File: config.mk
export PLATFORM = sky130hd
export DESIGN_NAME = i2s_tx_sink
export DESIGN_NICKNAME = d
export VERILOG_FILES = /design/src/rtl/audio_pkg.sv /design/src/rtl/i2s_clock_gen.sv /design/src/rtl/i2s_tx_sink.sv
export SDC_FILE = /design/constraint.sdc
export NUM_CORES = 1
export LEC_CHECK = 0
export CORE_UTILIZATION = 29
export CTS_CLUSTER_SIZE = 25
export DETAILED_ROUTE_END_ITERATION = 16
export GPL_ROUTABILITY_DRIVEN = 1
export PLACE_DENSITY = 0.43
export SLEW_MARGIN = 40
export SYNTH_ARGS = -nofsm -noshare
export SYNTH_HDL_FRONTEND = slang
export SYNTH_SLANG_ARGS = --single-unit
export TNS_END_PERCENT = 20
File: constraint.sdc
create_clock -name clk -period 2.7 [get_ports clk]
set_input_delay 0.675 -clock clk [delete_from_list [all_inputs] [get_ports clk]]
set_output_delay 0.675 -clock clk [all_outputs]
set_load 0.05 [all_outputs]
File: src/rtl/audio_pkg.sv
// Shared definitions for the audio output chain: capture FSM encoding and
// frame geometry helpers.
package audio_pkg;

    typedef logic [1:0] cap_state_t;

    localparam cap_state_t ST_WAIT  = 2'd0;
    localparam cap_state_t ST_ACK   = 2'd1;
    localparam cap_state_t ST_DRAIN = 2'd2;

    localparam int DEFAULT_DATA_WIDTH = 16;
    localparam int DEFAULT_CLK_DIV    = 4;

    // One I2S frame carries a left and a right slot of data_width bits each.
    function automatic int frame_len(input int data_width);
        return 2 * data_width;
    endfunction

endpackage

File: src/rtl/i2s_clock_gen.sv
// I2S bit/word clock generator: divides clk into BCLK, tracks the bit
// position within the frame and strobes on BCLK falling events.
module i2s_clock_gen
    import audio_pkg::*;
#(
    parameter int data_width = DEFAULT_DATA_WIDTH,
    parameter int clk_div    = DEFAULT_CLK_DIV
) (
    input  logic clk,
    input  logic reset,
    output logic o_bclk,
    output logic o_lrclk,
    output logic o_fall,
    output logic o_load
);

    localparam int FRAME = frame_len(data_width);
    localparam int BW    = $clog2(FRAME);
    localparam int DW    = $clog2(clk_div);

    localparam logic [DW-1:0] DIV_TC = DW'(clk_div - 1);
    localparam logic [BW-1:0] BIT_TC = BW'(FRAME - 1);
    localparam logic [BW-1:0] HALF   = BW'(data_width);

    logic [DW-1:0] r_div_cnt;
    logic [BW-1:0] r_bit_cnt;
    logic [BW-1:0] w_bit_nxt;
    logic          r_bclk;
    logic          r_lrclk;
    logic          w_tc;
    logic          w_fall;

    assign w_tc      = (r_div_cnt == DIV_TC);
    assign w_fall    = w_tc & r_bclk;
    assign w_bit_nxt = (r_bit_cnt == BIT_TC) ? '0 : r_bit_cnt + BW'(1);

    always_ff @(posedge clk) begin
        if (!reset) begin
            r_div_cnt <= '0;
            r_bit_cnt <= '0;
            r_bclk    <= 1'b0;
            r_lrclk   <= 1'b0;
        end else begin
            if (w_tc) begin
                r_div_cnt <= '0;
                r_bclk    <= ~r_bclk;
            end else begin
                r_div_cnt <= r_div_cnt + DW'(1);
            end
            // Word select and bit position only move on BCLK falling events.
            if (w_fall) begin
                r_bit_cnt <= w_bit_nxt;
                r_lrclk   <= (w_bit_nxt >= HALF);
            end
        end
    end

    assign o_bclk  = r_bclk;
    assign o_lrclk = r_lrclk;
    assign o_fall  = w_fall;
    // Load fires as bit_cnt becomes 1: the one-BCLK I2S data delay.
    assign o_load  = w_fall & (r_bit_cnt == '0);

endmodule

File: src/rtl/i2s_tx_sink.sv
// Terminal audio sink: captures mono samples over a valid/done handshake and
// transmits each as an I2S frame with the sample on both slots.
module i2s_tx_sink
    import audio_pkg::*;
#(
    parameter int data_width = DEFAULT_DATA_WIDTH,
    parameter int clk_div    = DEFAULT_CLK_DIV
) (
    input  logic                         clk,
    input  logic                         reset,
    input  logic signed [data_width-1:0] i_data,
    input  logic                         i_data_valid,
    output logic                         o_read_done,
    output logic                         o_bclk,
    output logic                         o_lrclk,
    output logic                         o_sdata,
    output logic                         o_underrun
);

    localparam int FRAME = frame_len(data_width);

    cap_state_t                  r_state;
    cap_state_t                  w_state_nxt;
    logic                        w_capture;
    logic                        w_ack;
    logic                        w_fall;
    logic                        w_load;
    logic                        r_full;
    logic signed [data_width-1:0] r_hold;
    logic signed [data_width-1:0] r_last;
    logic signed [data_width-1:0] w_sample;
    logic [FRAME-1:0]            r_shift;
    logic                        r_read_done;
    logic                        r_underrun;

    i2s_clock_gen #(
        .data_width (data_width),
        .clk_div    (clk_div)
    ) u_clock_gen (
        .clk     (clk),
        .reset   (reset),
        .o_bclk  (o_bclk),
        .o_lrclk (o_lrclk),
        .o_fall  (w_fall),
        .o_load  (w_load)
    );

    assign w_capture = (r_state == ST_WAIT) & ~r_full & i_data_valid;

    always_ff @(posedge clk) begin
        if (!reset) begin
            r_state <= ST_WAIT;
        end else begin
            r_state <= w_state_nxt;
        end
    end

    always_comb begin
        w_state_nxt = r_state;
        case (r_state)
            ST_WAIT:  if (w_capture) w_state_nxt = ST_ACK;
            ST_ACK:   w_state_nxt = ST_DRAIN;
            // Upstream registers its valid, so it may linger after the ack.
            ST_DRAIN: if (!i_data_valid) w_state_nxt = ST_WAIT;
            default:  w_state_nxt = ST_WAIT;
        endcase
    end

    always_comb begin
        w_ack = (r_state == ST_ACK);
    end

    assign w_sample = r_full ? r_hold : r_last;

    always_ff @(posedge clk) begin
        if (w_capture) begin
            r_hold <= i_data;
        end
    end

    always_ff @(posedge clk) begin
        if (!reset) begin
            r_full      <= 1'b0;
            r_last      <= '0;
            r_shift     <= '0;
            r_read_done <= 1'b0;
            r_underrun  <= 1'b0;
        end else begin
            r_read_done <= w_ack;
            r_underrun  <= w_load & ~r_full;
            // Capture needs an empty holding register, so it never collides
            // with the load draining a full one.
            if (w_capture) begin
                r_full <= 1'b1;
                r_last <= i_data;
            end else if (w_load) begin
                r_full <= 1'b0;
            end
            if (w_load) begin
                r_shift <= {w_sample, w_sample};
            end else if (w_fall) begin
                r_shift <= {r_shift[FRAME-2:0], 1'b0};
            end
        end
    end

    assign o_read_done = r_read_done;
    assign o_underrun  = r_underrun;
    assign o_sdata     = r_shift[FRAME-1];

endmodule

## Word level (Yosys, flattened, before mapping)

Index checks and enable logic that the tools add are counted.

- Add/sub/neg operators: 2
- Order comparisons: 1
- Equality and inequality tests: 6
- Mux-type cells: 9
- Bitwise operators: 8
- Reductions and logical operators: 6

Operators with widths:

| operator | count |
|---|---|
| $mux 32 | 2 |
| $mux 16 | 1 |
| $pmux 2 s3 | 1 |
| $add 5x1->5 const B | 1 |
| $and 1x1->1 | 5 |
| $eq 5x5->1 const B | 1 |
| $ge 5x5->1 const B | 1 |
| $logic_not 5->1 | 1 |
| $mux 5 | 1 |
| $eq 2x2->1 const B | 2 |
| $mux 2 | 2 |
| $ne 2x2->1 const B | 2 |
| $reduce_bool 2->1 | 2 |
| $not 1->1 | 3 |
| $add 2x1->2 const B | 1 |
| $eq 2x1->1 const B | 1 |
| $logic_not 2->1 | 1 |
| $mux 1 | 2 |
| $reduce_and 2->1 | 1 |
| $reduce_or 2->1 | 1 |

- Bits in registers: 78
- Bits of input ports: 19
- Output and inout bits: 5

## Logic depth before layout (Yosys ltp)

Gate-level depths: netlist (run 1).

- Depth after elaboration: 5
- Gate-level depth with buffers: 6
- Depth with buffers taken out: 6

## By module

Synthesis (run 1) repeated with hierarchy kept, for this count alone.

- Cells, all modules: 268
- Area total of the unflattened synthesis: 3079.2 µm²

Modules (own cells, without submodules):

| module | instances | cells each | area each (µm²) | sequential area each (µm²) |
|---|---|---|---|---|
| i2s_tx_sink | 1 | 227 | 2691.3 | 1541.5 |
| i2s_clock_gen | 1 | 41 | 387.9 | 160.2 |

## Least setup slack after synthesis (run 1)

No wires, ideal clock.

- Path type: input-to-reg
- From: input i_data_valid
- To: register r_hold[0], enable pin
- Setup time: 304 ps
- Arrival: 1492 ps
- Data required time: 2396 ps
- Setup slack: 904 ps
- Stages: 4
- Buffers on the path: 2
- Path through: or4b_1 > buf_6 > clkinv_4 > buf_12

- Longest elaborated chain between the ends: 1

Ends and longest elaborated chain:

| element | line | source |
|---|---|---|
| start: declaration | i2s_tx_sink.sv:12 | `input logic i_data_valid,` |
| $and 1x1->1 | i2s_tx_sink.sv:48 | `assign w_capture = (r_state == ST_WAIT) & ~r_full & i_data_valid;` |
| named net w_capture | i2s_tx_sink.sv:24 | `logic w_capture;` |
| end signal: assignment | i2s_tx_sink.sv:77 | `r_hold <= i_data;` |
| end: declaration | i2s_tx_sink.sv:29 | `logic signed [data_width-1:0] r_hold;` |

The timed path passes the listed nets, and every way through them passes these cells.
A chain may end at the register's enable or synchronous reset.

## Worst setup path in the final report (run 1)

- From: register u_clock_gen.r_lrclk (netlist: u_clock_gen.o_lrclk)
- To: output o_lrclk

RTL lines:

| element | line | source |
|---|---|---|
| start: declaration | i2s_clock_gen.sv:29 | `logic r_lrclk;` |
| start signal: assignment | i2s_clock_gen.sv:53 | `r_lrclk <= (w_bit_nxt >= HALF);` |
| end: declaration | i2s_tx_sink.sv:15 | `output logic o_lrclk,` |

No word-level cell between the ends.

==> reports/metrics.cfg, run 1 <==
[outcome]
status = finished, final reports clean

[clocking]
cts_setup_buffers = 0
clkSlewWorstSetupHoldPaths_ns = 0.09
cts_buffers = 9
h-tree-depth = 3
cts_resized = 0
clock_path_buffers = 2
cts-root-buf = clkbuf_8
cts_tree = built
insertion_delay_ns = 0.34
holdBufCountCts = 0
clock_sinks = 77

[worst_setup_path]
worstPathCellList = clkdlybuf4s50_1
crit_buf_inv = 1
crit_family = buffers and inverters
r2r-start = u_clock_gen.r_bit_cnt[0]$_SDFFE_PN0P_
critPathCaptureType = output port
crit_path_start = u_clock_gen.o_lrclk$_SDFFE_PN0P_
crit_path_start_kind = register
crit_cells = 1
critPathSlowestCell = clkdlybuf4s50_1
max_stage_delay_ns = 0.84
worst-setup-path-type = reg2out
crit_fanout = 4
arrival_ns = 1.61
ff2ff_path_depth = 6
worstPathRequired_ns = 2.03

[final_layout]
area_growth_syn_to_layout_pct = 17.31
drive_above_1_share_pct = 12.42
num_antenna_cells = 0
final_common_cell = dfxtp_1
layout_common_cells = dfxtp_1 (61), nand2_1 (48), nand3_1 (33)
nNetsFinal = 348

[yosys]
yosys.cell_types.count = 39
netlist_area_um2 = 3122
syn_inst = 312
synth_ff_type = dfxtp_1
yosysSeqAreaShare_pct = 54.51
synth_seq_cells = 77
yosys_warnings = 0
ys_async_sr_fraction_pct = 0
synth_edf_count = 16
synth_area_per_cell_um2 = 10.01
syn_nets = 335

[sta]
fin_tns_setup_ns = 0
fin_crit_sh_pct = 84.75
fin_crit_ns = 2.288
hold_ws_ns = 0.4222
fmax_mhz = 437.0
relSlewSlack_pct = 59.36
final_hold_viol_count = 0
drv_slew = 0
worst_pin_slew_ns = 0.6087
rsz0062_at_grt = false
setup_viol = 0
fin_skew_ns = 0.01356

[floorplan]
die_w_um = 105.8
die_area_um2 = 11180
num_rows = 37
start_util_pct = 30.10
pin_count = 24
coreArea_um2 = 10370
die_h_um = 105.8

[route]
wl_per_cell_um = 14.11
viasPerCell = 4.972
drc = 0
ant_nets = 0
finalWirelength_um = 6575
dr.pass1.iters = 4
dr.first_iter.drc_count = 142
vias = 2317

[global_route]
antenna_found_initial = 0
grt_pass1_wl_um = 11100
grt_usage_pct = 12.56
grt_pass1_vias = 2214
grt_max_degree = 50
overflow = 0

[place]
numPortBuffers = 23
hpwl_um = 3997
place_congestion = 0.6632

[power]
report.power.total_uw = 2345
p_leak_uw = 0.001188
vdd_drop_max_uv = 267.3
power_density_nw_per_um2 = 640.3

[min_path]
min_path_cells = 1
min_from = u_clock_gen.r_div_cnt[0]$_SDFF_PP0_
min_path_type = reg2reg

[run]
drv_cap = 0

final timing paths:
check                                             end  slack [ns]
setup / recovery                              o_lrclk        0.41
hold / removal    u_clock_gen.r_div_cnt[0]$_SDFF_PP0_        0.42
setup reg to reg              r_shift[3]$_SDFFE_PN0P_        0.88
hold reg to reg   u_clock_gen.r_div_cnt[0]$_SDFF_PP0_        0.42
cells in the mapped netlist (5+ instances only):
library cell,count,area share [%]
a21oi_1,14,2.2
nand2_2,8,1.6
a21oi_2,8,2.2
clkbuf_1,16,1.9
o2111ai_1,15,4.2
edfxtp_1,16,15
buf_2,6,0.96
dfxtp_1,61,39
nand2b_1,16,3.2
o221ai_1,14,3.9
nand3_1,33,5.3
o311ai_1,15,4.2
nand2_1,48,5.8
buf_1,5,0.60
registers in the layout (all words and copies together) (netlist names):
signal	count
r_hold	16
r_last	16
r_shift	32
u_clock_gen.r_bit_cnt	4
o_read_done	1
o_underrun	1
u_clock_gen.r_div_cnt	2
u_clock_gen.o_lrclk	1
r_full	1
r_state	2
u_clock_gen.o_bclk	1
routing by layer:
metal / global-route usage (%) / part of all wire, % / vias up
li1: - / - / 1178
met5: 0 / 0 / -
met2: 18.77 / 45 / 29
met3: 2.597 / 2.5 / 2
met4: 5.357 / 0.56 / 0
met1: 17.45 / 51 / 1108
cells by family (layout without fill, tap and decap cells):
kind of cell             after synthesis  count (layout)  share of synthesized area [%]
adder cells (fa/ha/maj)                4               4                          1.603
AND/OR/NAND/NOR                      122             122                          19.60
AO/OA/AOI/OAI                         74              74                          18.52
buffers and inverters                 33              51                          5.130
XOR/XNOR                               1               1                         0.2806
flip-flops                            77              77                          54.51
multiplexers                           1               1                         0.3607
per-stage QoR:
stage,instances,setup slack (ns),cell area [um2],utilization [%]
floorplan,312,0.9042,3122,-
global placement,450,0.4156,3451,33.28
detailed placement,450,0.4102,3451,33.28
CTS,466,0.3722,3662,35.32
global route,466,0.3321,3662,35.32
finish,466,0.4118,3662,35.32
power breakdown:
group | internal, uW | switching, uW | total [uW]
Combinational | 70.3 | 112 | 182
Clock | 509 | 410 | 919
Sequential | 1230 | 18.3 | 1240
Total | 1810 | 540 | 2340
cell type report:
type,instances,area (um2)
fillers,1099,6708
flip-flops and latches,77,1702
multi-input cells,202,1269
repair buffers,31,290.3
clock buffers,13,170.2
well taps,136,170.2
clock inverters,3,41.29
inverters,4,20.02
No activity file was read; power rests on OpenSTA's default activity.
==> inputs of run 2 (changes only) <==
==> constraint.sdc (replaced) <==
create_clock -name clk -period 2.2 [get_ports clk]
set_input_delay 0.55 -clock clk [delete_from_list [all_inputs] [get_ports clk]]
set_output_delay 0.55 -clock clk [all_outputs]
set_load 0.05 [all_outputs]
==> run 2 against run 1 <==
Effect of this change:
- wire length rose by 0.44%
- setup slack got worse by 0.34 ns
- final cell count rose by 0.21%
- critical path type unchanged
==> reports/metrics.cfg, run 2 (synthesized netlist as in run 1, its figures left out) <==
[sta]
fin_tns_setup_ns = 0
fin_crit_sh_pct = 96.95
rsz0062_at_grt = false
drv_slew = 0
fin_crit_ns = 2.133
relSlewSlack_pct = 66.51
worst_pin_slew_ns = 0.5008
fin_skew_ns = 0.008916
setup_viol = 0
fmax_mhz = 468.8
final_hold_viol_count = 0

[clocking]
cts-root-buf = clkbuf_8
clkSlewWorstSetupHoldPaths_ns = 0.08
clock_path_buffers = 2
cts_buffers = 9
cts_setup_buffers = 0
cts_resized = 0
h-tree-depth = 3
clock_sinks = 77
holdBufCountCts = 0
cts_tree = built
insertion_delay_ns = 0.34

[floorplan]
die_h_um = 105.8
die_area_um2 = 11180
coreArea_um2 = 10370
pin_count = 24
num_rows = 37
die_w_um = 105.8
start_util_pct = 30.10

[worst_setup_path]
crit_fanout = 5
worstPathRequired_ns = 1.65
crit_path_start = u_clock_gen.o_bclk$_SDFFE_PN0N_
critPathCaptureType = output port
arrival_ns = 1.58
rr_endpoint = u_clock_gen.r_bit_cnt[3]$_SDFFE_PN0P_
crit_family = buffers and inverters
r2r_slack_ns = 0.50
ff2ff_path_depth = 5
critPathSlowestCell = clkdlybuf4s50_1
worstPathCellList = clkdlybuf4s50_1
r2r-start = u_clock_gen.r_bit_cnt[0]$_SDFFE_PN0P_
crit_buf_inv = 1
crit_cells = 1
endpoint = o_bclk
max_stage_delay_ns = 0.83
worst-setup-path-type = reg2out
crit_path_start_kind = register

[global_route]
grt_pass1_wl_um = 11210
grt_pass1_vias = 2154
grt_usage_pct = 12.81
overflow = 0
antenna_found_initial = 0
grt_max_degree = 52

[run]
drv_cap = 0

[route]
wl_per_cell_um = 14.14
dr.pass1.iters = 4
ant_nets = 0
viasPerCell = 4.901
drc = 0
vias = 2289
finalWirelength_um = 6604
dr.first_iter.drc_count = 128

[final_layout]
nNetsFinal = 349
layout_common_cells = dfxtp_1 (61), nand2_1 (48), nand3_1 (33)
largest_reg_flops = 32
top_register = r_shift
final_common_cell = dfxtp_1
reg.largest.list = r_shift x32, r_hold x16, r_last x16
drive_above_1_share_pct = 12.99
fin_area_um2 = 3671
num_antenna_cells = 0
area_growth_syn_to_layout_pct = 17.60

[place]
placed_area_um2 = 3481
numPortBuffers = 23
place_congestion = 0.6950
hpwl_um = 3938

[power]
power_density_nw_per_um2 = 757.7
vdd_drop_max_uv = 323.0
p_leak_uw = 0.001188

[outcome]
status = finished, final reports clean

[min_path]
min_path_type = reg2reg

## run 2: cell count changes in the layout (fill, tap and decap cells not counted)
cell             delta
clkdlybuf4s50_1     -1
inv_4               -1
clkinvlp_4          +2
buf_12              +2
bufinv_16           -1
## run 2: area by class of cell
cell class | count | area, um2
fill | 1097 | 6699
sequential | 77 | 1702
multi-input combinational | 202 | 1269
timing repair buffer | 32 | 320.3
clock buffer | 13 | 170.2
tap | 136 | 170.2
clock inverter | 3 | 20.02
inverter | 4 | 20.02
## run 2: how the worst min path moves through the flow
stage                                                    from                                  end  slack, ns  cells after the start
after floorplan           u_clock_gen.r_div_cnt[0]$_SDFF_PP0_  u_clock_gen.r_div_cnt[0]$_SDFF_PP0_       0.40                      1
after global placement    u_clock_gen.r_div_cnt[0]$_SDFF_PP0_  u_clock_gen.r_div_cnt[0]$_SDFF_PP0_       0.41                      1
after global routing      u_clock_gen.r_div_cnt[0]$_SDFF_PP0_  u_clock_gen.r_div_cnt[0]$_SDFF_PP0_       0.47                      1
after detailed placement  u_clock_gen.r_div_cnt[0]$_SDFF_PP0_  u_clock_gen.r_div_cnt[0]$_SDFF_PP0_       0.42                      1
after CTS                 u_clock_gen.r_div_cnt[0]$_SDFF_PP0_  u_clock_gen.r_div_cnt[0]$_SDFF_PP0_       0.43                      1
final                     u_clock_gen.r_div_cnt[0]$_SDFF_PP0_  u_clock_gen.r_div_cnt[0]$_SDFF_PP0_       0.43                      1
## run 2: power by group
group / switching [uW] / internal [uW]
Clock: 517 / 509
Combinational: 139 / 90.6
Sequential: 21.7 / 1500
Total: 678 / 2100
## run 2: stage by stage
step / cells / power, uW / utilization [%] / worst slack [ns] / hold WS (ns)
finish: 467 / 2782 / 35.40 / 0.06706 / 0.4297
global route: 467 / 2932 / 35.40 / 0.003995 / 0.4658
CTS: 467 / 2821 / 35.40 / 0.04200 / 0.4348
detailed placement: 451 / 1792 / 33.57 / 0.04176 / 0.4203
global placement: 451 / 1789 / 33.57 / 0.04721 / 0.4125
floorplan: 312 / 1716 / - / 0.5292 / 0.3977
## run 2: layer usage
metal	up-vias	GRT usage, %	part of all wire [%]
met5	-	0	0
met1	1089	18.71	54
li1	1176	-	-
met4	0	3.869	0.50
met3	2	3.649	2.4
met2	22	18.02	43
==> inputs of run 3 (changes only) <==
--- a/config.mk
+++ b/config.mk
@@ -8,7 +8,7 @@
 export CORE_UTILIZATION = 29
 export CTS_CLUSTER_SIZE = 25
 export DETAILED_ROUTE_END_ITERATION = 16
-export GPL_ROUTABILITY_DRIVEN = 1
+export GPL_ROUTABILITY_DRIVEN = 0
 export PLACE_DENSITY = 0.43
 export SLEW_MARGIN = 40
 export SYNTH_ARGS = -nofsm -noshare
==> results of run 3 <==
No change in the layout: final DEF, timing and power equal those of run 2.
